--- src/rtl/alu_pkg.sv ---
// Shared definitions for the shared-ALU scheduler.
// Holds the ALU function codes and the output-register state encoding.
package alu_pkg;

  localparam logic [1:0] FN_ADD = 2'd0;
  localparam logic [1:0] FN_OR  = 2'd1;
  localparam logic [1:0] FN_AND = 2'd2;
  localparam logic [1:0] FN_CAT = 2'd3;

  typedef enum logic {
    ST_EMPTY = 1'b0,
    ST_FULL  = 1'b1
  } state_t;

endpackage

--- src/rtl/alu_core.sv ---
// Purely combinational N-bit ALU producing a 2N-bit result.
// Ports:
//   i_a, i_b  : N-bit operands
//   i_fn      : function code (add / OR-reduce / AND-reduce / concatenate)
//   o_result  : 2N-bit result
module alu_core
  import alu_pkg::*;
#(
  parameter int unsigned N = 4
) (
  input  logic [N-1:0]   i_a,
  input  logic [N-1:0]   i_b,
  input  logic [1:0]     i_fn,
  output logic [2*N-1:0] o_result
);

  logic [N:0] w_sum;

  // Carry lands in bit N of the zero-extended result.
  assign w_sum = {1'b0, i_a} + {1'b0, i_b};

  always_comb begin
    o_result = '0;
    unique case (i_fn)
      FN_ADD:  o_result = {{(N-1){1'b0}}, w_sum};
      FN_OR:   o_result = {{(2*N-1){1'b0}}, |{i_a, i_b}};
      FN_AND:  o_result = {{(2*N-1){1'b0}}, &{i_a, i_b}};
      FN_CAT:  o_result = {i_a, i_b};
      default: o_result = '0;
    endcase
  end

endmodule

--- src/rtl/alu_share_ctrl.sv ---
// Round-robin scheduler for two valid/ready requesters sharing one ALU.
// The accepted operation's result is held in a one-deep output register
// until the consumer takes it; accept and consume may happen on the same edge.
// Ports:
//   i_clk, i_rst_n                 : clock, asynchronous active-low reset
//   i_reqX_valid / o_reqX_ready    : requester X handshake (X = 0, 1)
//   i_reqX_a, i_reqX_b, i_reqX_fn  : requester X operands and function code
//   o_out_valid / i_out_ready      : result handshake
//   o_out_data                     : 2N-bit ALU result
//   o_out_id                       : requester that issued the held result
module alu_share_ctrl
  import alu_pkg::*;
#(
  parameter int unsigned N = 4
) (
  input  logic           i_clk,
  input  logic           i_rst_n,
  input  logic           i_req0_valid,
  output logic           o_req0_ready,
  input  logic [N-1:0]   i_req0_a,
  input  logic [N-1:0]   i_req0_b,
  input  logic [1:0]     i_req0_fn,
  input  logic           i_req1_valid,
  output logic           o_req1_ready,
  input  logic [N-1:0]   i_req1_a,
  input  logic [N-1:0]   i_req1_b,
  input  logic [1:0]     i_req1_fn,
  output logic           o_out_valid,
  input  logic           i_out_ready,
  output logic [2*N-1:0] o_out_data,
  output logic           o_out_id
);

  state_t         r_state;
  state_t         w_state_next;
  logic           r_last_grant;
  logic [2*N-1:0] r_data;
  logic           r_id;

  logic           w_can_accept;
  logic           w_grant0;
  logic           w_grant1;
  logic           w_xfer;
  logic           w_sel;
  logic [N-1:0]   w_alu_a;
  logic [N-1:0]   w_alu_b;
  logic [1:0]     w_alu_fn;
  logic [2*N-1:0] w_alu_result;

  // The slot is free when empty, or when the held result leaves this edge.
  assign w_can_accept = (r_state == ST_EMPTY) | i_out_ready;

  // On contention the requester that did not win last time goes first.
  assign w_grant0 = i_req0_valid & (~i_req1_valid | r_last_grant);
  assign w_grant1 = i_req1_valid & (~i_req0_valid | ~r_last_grant);

  assign o_req0_ready = w_grant0 & w_can_accept;
  assign o_req1_ready = w_grant1 & w_can_accept;

  assign w_xfer = (i_req0_valid & o_req0_ready) | (i_req1_valid & o_req1_ready);
  assign w_sel  = w_grant1;

  assign w_alu_a  = w_sel ? i_req1_a  : i_req0_a;
  assign w_alu_b  = w_sel ? i_req1_b  : i_req0_b;
  assign w_alu_fn = w_sel ? i_req1_fn : i_req0_fn;

  alu_core #(
    .N (N)
  ) u_alu_core (
    .i_a      (w_alu_a),
    .i_b      (w_alu_b),
    .i_fn     (w_alu_fn),
    .o_result (w_alu_result)
  );

  always_comb begin
    w_state_next = r_state;
    unique case (r_state)
      ST_EMPTY: if (w_xfer) w_state_next = ST_FULL;
      ST_FULL:  if (i_out_ready && !w_xfer) w_state_next = ST_EMPTY;
      default:  w_state_next = ST_EMPTY;
    endcase
  end

  always_ff @(posedge i_clk or negedge i_rst_n) begin
    if (!i_rst_n) begin
      r_state      <= ST_EMPTY;
      r_last_grant <= 1'b1;
      r_data       <= '0;
      r_id         <= 1'b0;
    end else begin
      r_state <= w_state_next;
      if (w_xfer) begin
        r_data       <= w_alu_result;
        r_id         <= w_sel;
        r_last_grant <= w_sel;
      end
    end
  end

  assign o_out_valid = (r_state == ST_FULL);
  assign o_out_data  = r_data;
  assign o_out_id    = r_id;

endmodule
--- config.mk ---
export PLATFORM = sky130hd
export DESIGN_NAME = alu_share_ctrl
export DESIGN_NICKNAME = d
export VERILOG_FILES = /design/src/rtl/alu_pkg.sv /design/src/rtl/alu_core.sv /design/src/rtl/alu_share_ctrl.sv
export SDC_FILE = /design/constraint.sdc
export NUM_CORES = 1
export LEC_CHECK = 0
export BUFFER_PORTS_ARGS = -buffer_cell sky130_fd_sc_hd__buf_2
export CAP_MARGIN = 20
export CORE_MARGIN = 10
export CORE_UTILIZATION = 46
export CTS_BUF_LIST = sky130_fd_sc_hd__clkbuf_8
export CTS_CLUSTER_SIZE = 12
export DETAILED_ROUTE_END_ITERATION = 10
export GPL_TIMING_DRIVEN = 0
export PLACE_DENSITY = 0.81
export SYNTH_ARGS = -nofsm -noshare
export SYNTH_HDL_FRONTEND = slang
export SYNTH_SLANG_ARGS = --single-unit
--- constraint.sdc ---
create_clock -name i_clk -period 2 [get_ports i_clk]
set_input_delay 0.1 -clock i_clk [delete_from_list [all_inputs] [get_ports i_clk]]
set_output_delay 0.1 -clock i_clk [all_outputs]
set_load 0.005 [all_outputs]
==> run metrics, run 1 <==
Leak=0.677 nW; initial antenna violation count=0; Via density=between 5 and 6; Unique masters post-synth=41; minimum clock period=1.93 ns; final setup fails=0; post-synth top area cell=dfrtp_1; Detailed Routing Iterations Pass 1=4; Post-synth EDFFs=0; IO buf count=34; worst endpoint required time=2.15 ns; Post-Syn Area=between 0.001 and 0.0015 mm²; sequential area share after synthesis=0.269; top_reg_cell synth=dfrtp_1; Max Slew Vio Count=0; WS Path Type=reg2reg; die height=slightly below 70 µm; diode count=0; Residual DRC=0; number of global-route vias before repair=1,216; buffer depth of the longest clock path=2; die footprint=0.00453 mm²; share of the synthesized area in the top cell type=0.243; Slew headroom=0.780; post-synthesis average cell area=8.11 µm²; gpl congestion=0.939; Final Cycle Share=0.964; core area=0.00217 mm²; Wirelength per Cell=16.5 µm; Initial Util=0.475; Mapped Cells=about 130; Slew @ Worst Pin=0.320 ns; hpwl dp=2.56 mm; IO Pins=37; post-place instance area=0.00124 mm²; overflow left after global routing=0; crit start category=register; Layout Utilization=0.664; initial DRC count=61; crit end category=register; Post-Route WL=3.30 mm; fillcell total=176; Vias=1,185; total CTS buffers=3; run status=finished, final reports clean; clock latency on the worst-skew pair=around 0.24 ns; Area contributors post-synth=dfrtp_1, nand2_1, ha_1, mux2i_1, nand4_1; power density over cell area=about 630 mW/mm²; crit path max fanout=3; Final Net Count=202; Synth async-reset ratio=1.00; CP arrival=2.07 ns; Area growth, synth to finish=40.0%; VDD IR-drop max=0.295 mV; Net Count, Synth=around 160; yosys warns=0; ANT nets after route=0; H-tree lvl count=1; Placement Rows=17; Setup Skew=just under 0.001 ns; pre-CTS WS=-0.167 ns; clock sink total=11; final worst slack=0.0722 ns; worst hold path class=in2reg; Worst-path clk slew=approximately 0.050 ns; first-pass GRT wire length=slightly above 5 mm; largest net degree at the start of global routing=12; Die W=just under 70 µm; CTS tree=done; max-cap viol count=0; Final Instance Area=0.00144 mm²; share of cells above drive strength 1=0.430; Synth Register Bits=11; Fmax=just over 0.5 GHz; final hold violations=0; root buf cell=clkbuf_8; total track usage=0.143
==> kinds of logic (layout without fill, tap and decap cells) <==
kind of cell | count (synthesis) | in the layout | synth area share
muxes | 9 | 9 | 0.0923
buffers and inverters | 8 | 53 | 0.0413
DFF | 11 | 11 | 0.269
and+or+nand+nor | 67 | 67 | 0.327
AOI/OAI and AO/OA | 23 | 23 | 0.180
adders and majority gates | 4 | 4 | 0.0486
xor gates and xnor gates | 5 | 5 | 0.0425
==> Yosys cell counts (2+ instances only) <==
cell / n
inv_1: 2
or2_2: 2
xor2_1: 4
ha_1: 4
nor4b_1: 2
nand3_1: 8
mux2i_1: 5
buf_2: 3
mux2_2: 4
nand2b_1: 5
a21oi_1: 4
o211ai_1: 3
a31oi_1: 2
nor2_1: 8
dfrtp_1: 10
nor4_1: 3
nand4_1: 8
nand2_1: 25
and2_1: 3
==> layout by cell type, fill, tap and decap left out, drive strengths merged, types with 2 or more instances in the layout <==
cell | Yosys | routed
nand3 | 8 | 8
o211ai | 3 | 3
nor4 | 3 | 3
buf | 5 | 45
nor2 | 8 | 8
nand2b | 5 | 5
mux2i | 5 | 5
or2 | 2 | 2
xor2 | 4 | 4
inv | 2 | 3
nand4 | 8 | 8
ha | 4 | 4
nor4b | 2 | 2
dfrtp | 10 | 10
a31oi | 2 | 2
mux2 | 4 | 4
o31ai | 2 | 2
a21boi | 2 | 2
clkbuf | 1 | 4
nand2 | 25 | 25
and2 | 3 | 3
a21oi | 4 | 4
==> layout make-up <==
type	instances	area (µm²)	share of cell area
buffer	5	36.3	0.0252
clock buffer	3	41.3	0.0286
timing repair buffer	42	240	0.167
inverter	2	7.51	0.00521
tap	28	35.0	0.0243
multi-input combinational	108	801	0.556
sequential	11	277	0.192
clock inverter	1	3.75	0.00260
==> worst paths after layout <==
kind,startpoint,endpoint,slack (ns),cells after the start
max,r_last_grant$_DFFE_PN1P_,o_out_data[3]$_DFFE_PN0P_,0.07,7
min in group asynchronous,i_rst_n,o_out_id$_DFFE_PN0P_,0.27,2
min,i_req1_fn[0],o_out_data[1]$_DFFE_PN0P_,0.24,3
min reg2reg,o_out_data[6]$_DFFE_PN0P_,o_out_data[6]$_DFFE_PN0P_,0.46,2
max in group asynchronous,i_rst_n,r_last_grant$_DFFE_PN1P_,1.47,2
max reg2reg,r_last_grant$_DFFE_PN1P_,o_out_data[3]$_DFFE_PN0P_,0.07,7
==> flip-flops by register name (all words and copies together), names as in the netlist <==
| register | cells |
|---|---|
| o_out_valid | 1 |
| o_out_data | 8 |
| r_last_grant | 1 |
| o_out_id | 1 |
==> through the flow <==
stage / TNS (ns) / cells / hold slack [ns] / power [mW]
after floorplan: 0 / 127 / -0.196 / 0.485
after global placement: -0.373 / 189 / -0.0245 / 0.600
after detailed placement: -0.455 / 189 / -0.0180 / 0.614
after CTS: 0 / 198 / 0.234 / 0.871
after global routing: -0.0126 / 200 / 0.249 / 0.970
final: 0 / 200 / 0.238 / 0.905
==> report_power, final <==
group	internal, mW	leakage (nW)	switching, mW
sequential	0.262	0.134	0.0218
combinational	0.198	0.517	0.208
clock	0.134	0.0269	0.0808
total	0.594	0.677	0.311
==> critical path, cell delays in order (launching register included) <==
cell and delay [ns]:
dfstp_2 0.56, a21boi_4 0.08, mux2_4 0.32, ha_4 0.28
nand3_1 0.09, mux2i_2 0.21, nor4_2 0.08, o31ai_2 0.21
==> routing by layer <==
metal / track usage / vias to the layer above / part of all wire
met1: 0.158 / 568 / 0.42
met3: 0.0331 / 5 / 0.082
met4: 0.0821 / 0 / 0.019
met5: 0 / - / 0
met2: 0.246 / 51 / 0.48
li1: - / 561 / -
==> timing repair <==
action                                 4_1_cts  5_1_grt
gates resized for setup                      8       16
buffers inserted                             5        2
hold buffers                                 1        0
endpoints found under the hold margin       11        0
pin swaps                                    1       13
setup endpoints to repair                    3        3
Note: power is estimated with default switching activity, not from simulation.
==> run 2, diff against run 1 <==
--- a/config.mk
+++ b/config.mk
@@ -7,13 +7,16 @@
 export LEC_CHECK = 0
 export BUFFER_PORTS_ARGS = -buffer_cell sky130_fd_sc_hd__buf_2
 export CAP_MARGIN = 20
+export CELL_PAD_IN_SITES_DETAIL_PLACEMENT = 2
+export CELL_PAD_IN_SITES_GLOBAL_PLACEMENT = 2
 export CORE_MARGIN = 10
-export CORE_UTILIZATION = 46
+export CORE_UTILIZATION = 25
 export CTS_BUF_LIST = sky130_fd_sc_hd__clkbuf_8
 export CTS_CLUSTER_SIZE = 12
 export DETAILED_ROUTE_END_ITERATION = 10
 export GPL_TIMING_DRIVEN = 0
-export PLACE_DENSITY = 0.81
+export HOLD_SLACK_MARGIN = 0.06
+export PLACE_DENSITY = 0.79
 export SYNTH_ARGS = -nofsm -noshare
 export SYNTH_HDL_FRONTEND = slang
 export SYNTH_SLANG_ARGS = --single-unit
==> run 2 against run 1 <==
  * Sequential share of layout area decreased by 1.4 points
  * Clock power increased by 4%
  * First-iteration DRC count is 41% lower
  * Critical endpoint unchanged
  * Highest routed layer unchanged
  * Hold slack better by 0.012 ns
  * The flow now finishes with violations (negative setup slack)
==> run metrics, run 2 (synthesis gave the netlist of run 1 again) <==
met1 usage=0.141; share of cells above drive strength 1=0.466; most common cell after layout, fill and taps aside=buf_2; Slew @ Worst Pin=0.400 ns; worst r2r src=r_last_grant$_DFFE_PN1P_; TNS Setup=-0.240 ns; Placement Rows=23; Leak=between 0.7 and 0.8 nW; most frequent cells in the layout=buf_2, nand2_1, dfrtp_1, buf_4, nand4_1; Wirelength per Cell=around 21 µm; clock latency on the worst-skew pair=~0.24 ns; internal power=between 600 and 700 µW; area occupied by multi-input gates=861 µm²; failing checks=negative setup slack; fillcell total=469; Final Cycle Share=1.05; Residual DRC=0; pre-CTS WS=-0.329 ns; total track usage=0.131; die height=84.2 µm; Critical R2R Capture=o_out_data[3]$_DFFE_PN0P_; Switching Fraction=0.370; Reg2Reg Depth=9; minimum clock period=2.10 ns; Fmax=around 0.48 GHz; final setup fails=3; buffer depth of the longest clock path=2; CP arrival=around 2.2 ns; Hold Slack=0.251 ns; IO buf count=34; post-place instance area=roughly 0.0013 mm²; CTS tree=done; worst hold path class=in2reg; Slew headroom=0.734; max-cap viol count=0; Detailed Routing Iterations Pass 1=4; CP top delay family=compound AO/OA/AOI/OAI gates; initial antenna violation count=0; Final Instance Area=0.00156 mm²; crit start category=register; total power=approximately 980 µW; Die W=84.2 µm; CP max stage delay=0.58 ns; gpl congestion=0.814; Vias=1,213; initial DRC count=36; die footprint=0.00709 mm²; Post-Route WL=roughly 4.7 mm; Slowest-stage cell, CP=dfstp_2; placed insts=211; core area=0.00400 mm²; max reg flops=8; WS Path Type=reg2reg; Area growth, synth to finish=51.4%; grt peak-use layer=met2; Via density=approximately 5.4; hpwl dp=3.57 mm; root buf cell=clkbuf_8; overflow left after global routing=0; power density over cell area=626 mW/mm²; crit end category=register; met2 Use GR=0.250; diode count=0; crit path cell chain=a21boi_4 -> buf_8 -> nand2_4 -> nand2_4 -> ha_4 -> buf_6 -> a41o_1 -> o31a_1 -> o31ai_2; crit path max fanout=7; Gate power share=0.479; H-tree lvl count=1; WP buf/inv=2; Worst Hold Path EP=o_out_data[1]$_DFFE_PN0P_; worst endpoint required time=about 2.1 ns; Final Net Count=around 200; IO Pins=37; clock sink total=11; final hold violations=0; ANT nets after route=0; total CTS buffers=3; Setup Skew=0.00190 ns; Psw=between 300 and 400 µW; Layout Utilization=0.390; number of global-route vias before repair=1,464; R2R Setup Slk=-0.1 ns; Worst-path clk slew=0.05 ns; run status=finished, violations left; Clk pwr share=0.229; most frequent CP cell=nand2_4; register area=277 µm²; RSZ-0062 raised after global routing=true; met3 Use GR=0.0271; Max Slew Vio Count=0; WHS Path Cells=3; Finished Layout Cells=226; largest net degree at the start of global routing=12; Initial Util=0.257; HP Start=i_req1_fn[0]; VDD IR-drop max=~0.17 mV; first-pass GRT wire length=7.65 mm; final worst slack=-0.0997 ns; sequential share of power=0.292
run 2: what timing repair did:
item	in CTS	in global routing
hold buffers	1	0
endpoints found under the setup margin	4	3
pin swaps	9	15
setup buffers	8	3
hold endpoints to repair	11	0
resized for setup	20	16
run 2: worst reg2reg max path, delay by kind of cell, from the launching register on:
family                   cells  cell delay, ns
AO/OA/AOI/OAI                4            0.86
adder cells (fa/ha/maj)      1            0.17
buffers and inverters        2            0.27
flip-flops                   1            0.58
AND/OR/NAND/NOR              2            0.12
run 2: worst max path at each step:
stage / start / to / slack [ns] / depth (start not counted)
after floorplan: r_last_grant$_DFFE_PN1P_ / o_out_data[3]$_DFFE_PN0P_ / 0.02 / 7
after global placement: r_last_grant$_DFFE_PN1P_ / o_out_data[4]$_DFFE_PN0P_ / -0.19 / 10
after detailed placement: r_last_grant$_DFFE_PN1P_ / o_out_data[4]$_DFFE_PN0P_ / -0.33 / 10
after CTS: r_last_grant$_DFFE_PN1P_ / o_out_data[2]$_DFFE_PN0P_ / -0.07 / 11
after global routing: r_last_grant$_DFFE_PN1P_ / o_out_data[3]$_DFFE_PN0P_ / -0.17 / 9
final: r_last_grant$_DFFE_PN1P_ / o_out_data[3]$_DFFE_PN0P_ / -0.1 / 9
run 2: final cells by class:
| class | count | area share |
|---|---|---|
| repair buffers | 46 | 0.171 |
| flip-flops and latches | 11 | 0.177 |
| well taps | 50 | 0.0401 |
| plain buffers | 5 | 0.0257 |
| multi-input cells | 108 | 0.552 |
| clock inverters | 1 | 0.00241 |
| clock buffers | 3 | 0.0265 |
| inverters | 2 | 0.00482 |
run 2: metal layers:
layer | routed length [µm] | part of all wire
met2 | 2560 | 0.54
met4 | 53 | 0.011
met1 | 1920 | 0.41
met3 | 178 | 0.038
met5 | 0 | 0
run 2: power groups by stage:
stage | Combinational (mW) | Sequential, mW | Clock, mW
2_1_floorplan | 0.197 | 0.288 | 0
3_3_place_gp | 0.331 | 0.287 | 0
3_5_place_dp | 0.351 | 0.290 | 0
4_1_cts | 0.421 | 0.287 | 0.229
5_1_grt | 0.511 | 0.290 | 0.246
6_report | 0.468 | 0.285 | 0.223
==> run 3, diff against run 2 <==
--- a/config.mk
+++ b/config.mk
@@ -5,18 +5,19 @@
 export SDC_FILE = /design/constraint.sdc
 export NUM_CORES = 1
 export LEC_CHECK = 0
+export ABC_AREA = 1
 export BUFFER_PORTS_ARGS = -buffer_cell sky130_fd_sc_hd__buf_2
 export CAP_MARGIN = 20
 export CELL_PAD_IN_SITES_DETAIL_PLACEMENT = 2
 export CELL_PAD_IN_SITES_GLOBAL_PLACEMENT = 2
 export CORE_MARGIN = 10
-export CORE_UTILIZATION = 25
+export CORE_UTILIZATION = 23
 export CTS_BUF_LIST = sky130_fd_sc_hd__clkbuf_8
 export CTS_CLUSTER_SIZE = 12
 export DETAILED_ROUTE_END_ITERATION = 10
 export GPL_TIMING_DRIVEN = 0
 export HOLD_SLACK_MARGIN = 0.06
-export PLACE_DENSITY = 0.79
+export PLACE_DENSITY = 0.8
 export SYNTH_ARGS = -nofsm -noshare
 export SYNTH_HDL_FRONTEND = slang
 export SYNTH_SLANG_ARGS = --single-unit
==> run 3 against run 2 <==
  * The run now ends clean
  * First-iteration DRC count fell by 25%
  * Area after synthesis fell by 3.4%
  * Power rose by 20%
  * Combinational power rose by 33%
  * Die area increased by 3.8%
  * Global-route usage down 3.2 points
  * Register-to-register slack gained 0.16 ns
  * Highest routed layer unchanged
  * Critical path depth is 3 higher
  * Via count shrank 3.2%
  * Largest cell class unchanged
  * Count of clock-buffer cells in the layout is the same
  * Synthesized cell count rose by 19%
==> run metrics, run 3 <==
share of the synthesized area in the top cell type=0.252; compound-cell area share of the yosys netlist=0.0679; Setup Skew=~0.00054 ns; Final Net Count=between 200 and 250; Post-Syn Area=roughly 990 µm²; number of global-route vias before repair=1,331; Initial Util=0.243; Post-Synth XOR/XNOR Area=0.00881; pre-CTS WS=-0.0435 ns; ANT nets after route=0; sequential share of power=0.283; max reg flops=8; H-tree lvl count=1; WL met1=about 1.6 mm; Critical R2R Capture=o_out_data[2]$_DFFE_PN0P_; Met2 Wirelength=1.89 mm; most common cell after layout, fill and taps aside=nand2_1; Switching Fraction=0.401; Worst-path clk slew=~0.05 ns; CTS tree=done; Psw=roughly 470 µW; WHS Path Cells=2; largest net degree at the start of global routing=12; Area contributors post-synth=dfrtp_1, nand2_1, nand2_2, nand3_1, inv_1; synth cell count leaders=nand2_1, inv_1, nor2_1; worst endpoint required time=2.15 ns; met3 WL=approximately 250 µm; hpwl dp=2.87 mm; adder-cell share of the synthesized area=0.0503; buffer depth of the longest clock path=2; clock latency on the worst-skew pair=0.24 ns; VDD IR-drop max=0.199 mV; share of cells above drive strength 1=0.456; Final Cycle Share=0.969; initial antenna violation count=0; Wirelength per Cell=15.0 µm; Gate power share=0.529; Unique masters post-synth=22; fraction of synthesized area in multiplexers=0; Worst Hold Path EP=o_out_valid$_DFF_PN0_; HP Start=i_out_ready; CP arrival=2.09 ns; dominant cell by count in the synthesized netlist=nand2_1; die height=approximately 86 µm; Detailed Routing Iterations Pass 1=4; Clk pwr share=0.188; Vias=1,174; sequential area share after synthesis=0.278; minimum clock period=1.94 ns; first-pass GRT wire length=between 6 and 7 mm; internal power=approximately 700 µW; Area growth, synth to finish=49.4%; gpl congestion=0.774; post-synth top area cell=dfrtp_1; fillcell total=503; crit start category=register; crit path max fanout=7; core area=about 0.0041 mm²; Slew headroom=0.755; max-cap viol count=0; clock sink total=11; overflow left after global routing=0; power density over cell area=790 mW/mm²; final worst slack=0.0623 ns; Fmax=0.516 GHz; die footprint=around 0.0074 mm²; Die W=85.8 µm; final setup fails=0; Post-Route WL=3.80 mm; simple-gate share of the synthesized area=0.484; IO buf count=35; RSZ-0062 raised after global routing=true; Via density=4.62; Slew @ Worst Pin=0.367 ns; Synth async-reset ratio=1.00; top_reg_cell synth=dfrtp_1; Max Slew Vio Count=0; R2R Setup Slk=0.06 ns; Placement Rows=23; Synth Register Bits=11; IO Pins=37; Net Count, Synth=180; largest family of logic cells by synthesized area=simple AND/OR/NAND/NOR gates; Post-synth EDFFs=0; root buf cell=clkbuf_8; crit end category=register; Mapped Cells=151; Hold Slack=roughly 0.067 ns; total track usage=0.0986; total CTS buffers=3; uppermost layer routed=met4; run status=finished, final reports clean; WS Path Type=reg2reg; worst r2r src=r_last_grant$_DFFE_PN1P_; final hold violations=0; Reg2Reg Depth=12; diode count=0; most frequent cells in the layout=nand2_1, buf_2, nand2_2; post-synthesis average cell area=6.59 µm²; worst hold path class=in2reg; yosys warns=0; Leak=approximately 0.81 nW; Residual DRC=0; initial DRC count=27
## run 3: worst max-delay path by stage
stage	cells after the start	to	slack (ns)	startpoint
after global routing	12	o_out_data[2]$_DFFE_PN0P_	-0.07	r_last_grant$_DFFE_PN1P_
final	12	o_out_data[2]$_DFFE_PN0P_	0.06	r_last_grant$_DFFE_PN1P_
after CTS	14	o_out_data[2]$_DFFE_PN0P_	0.003	r_last_grant$_DFFE_PN1P_
after detailed placement	12	o_out_data[2]$_DFFE_PN0P_	-0.04	r_last_grant$_DFFE_PN1P_
after floorplan	12	o_out_data[2]$_DFFE_PN0P_	0.23	r_last_grant$_DFFE_PN1P_
after global placement	12	o_out_data[2]$_DFFE_PN0P_	0.02	r_last_grant$_DFFE_PN1P_
## run 3: area by class of cell
class | count | area, µm² | share of cell area
Sequential cell | 11 | 277 | 0.186
Buffer | 3 | 42.5 | 0.0286
Tap cell | 50 | 62.6 | 0.0421
Inverter | 18 | 70.1 | 0.0471
Clock buffer | 3 | 41.3 | 0.0278
Timing Repair Buffer | 49 | 300 | 0.202
Multi-Input combinational cell | 119 | 689 | 0.464
Clock inverter | 1 | 3.75 | 0.00253
## run 3: per-stage QoR
| step | utilization | total power, mW | instances | TNS, ns | area, µm² |
|---|---|---|---|---|---|
| finish | 0.364 | 1.17 | 254 | 0 | 1490 |
| global route | 0.364 | 1.29 | 254 | -0.143 | 1490 |
| CTS | 0.325 | 1.10 | 244 | 0 | 1330 |
| detailed placement | 0.302 | 0.849 | 236 | -0.0435 | 1230 |
| global placement | 0.302 | 0.824 | 236 | 0 | 1230 |
| floorplan | - | 0.654 | 151 | 0 | 995 |
## run 3: routing by layer
| layer | global-route usage | vias to the layer above |
|---|---|---|
| li1 | - | 581 |
| met1 | 0.109 | 556 |
| met2 | 0.168 | 32 |
| met3 | 0.0322 | 5 |
| met4 | 0.0449 | 0 |
| met5 | 0 | - |
## run 3: cell families (layout without fill, tap and decap cells)
family,Yosys count,in the layout
adders and majority gates,4,4
and+or+nand+nor,102,102
AOI/OAI and AO/OA,12,12
xor gates and xnor gates,1,1
DFF,11,11
buffers and inverters,21,74
## run 3: what timing repair did
action / 4_1_cts / 5_1_grt
endpoints found under the setup margin: 2 / 3
hold endpoints to repair: 11 / 0
hold buffers: 1 / 0
cloned: 0 / 1
pin swaps: 3 / 11
buffers inserted: 3 / 9
gates resized for setup: 5 / 19
## run 3: worst max-delay path: stages (launching register included)
cell and delay, ns:
dfstp_2 0.55, nand2_4 0.10, nand2_8 0.13, inv_4 0.06, nand2_1 0.08, nand2_2 0.09, ha_4 0.18, ha_4 0.15
inv_2 0.04, nand2_2 0.05, xor2_1 0.18, nand2_1 0.07, a31oi_1 0.15
## run 3: power groups by stage
stage	clock [mW]	sequential, mW	combinational [mW]
after global placement	0	0.329	0.495
after CTS	0.223	0.335	0.540
after global routing	0.239	0.342	0.707
final	0.220	0.332	0.622
after floorplan	0	0.336	0.318
after detailed placement	0	0.336	0.513
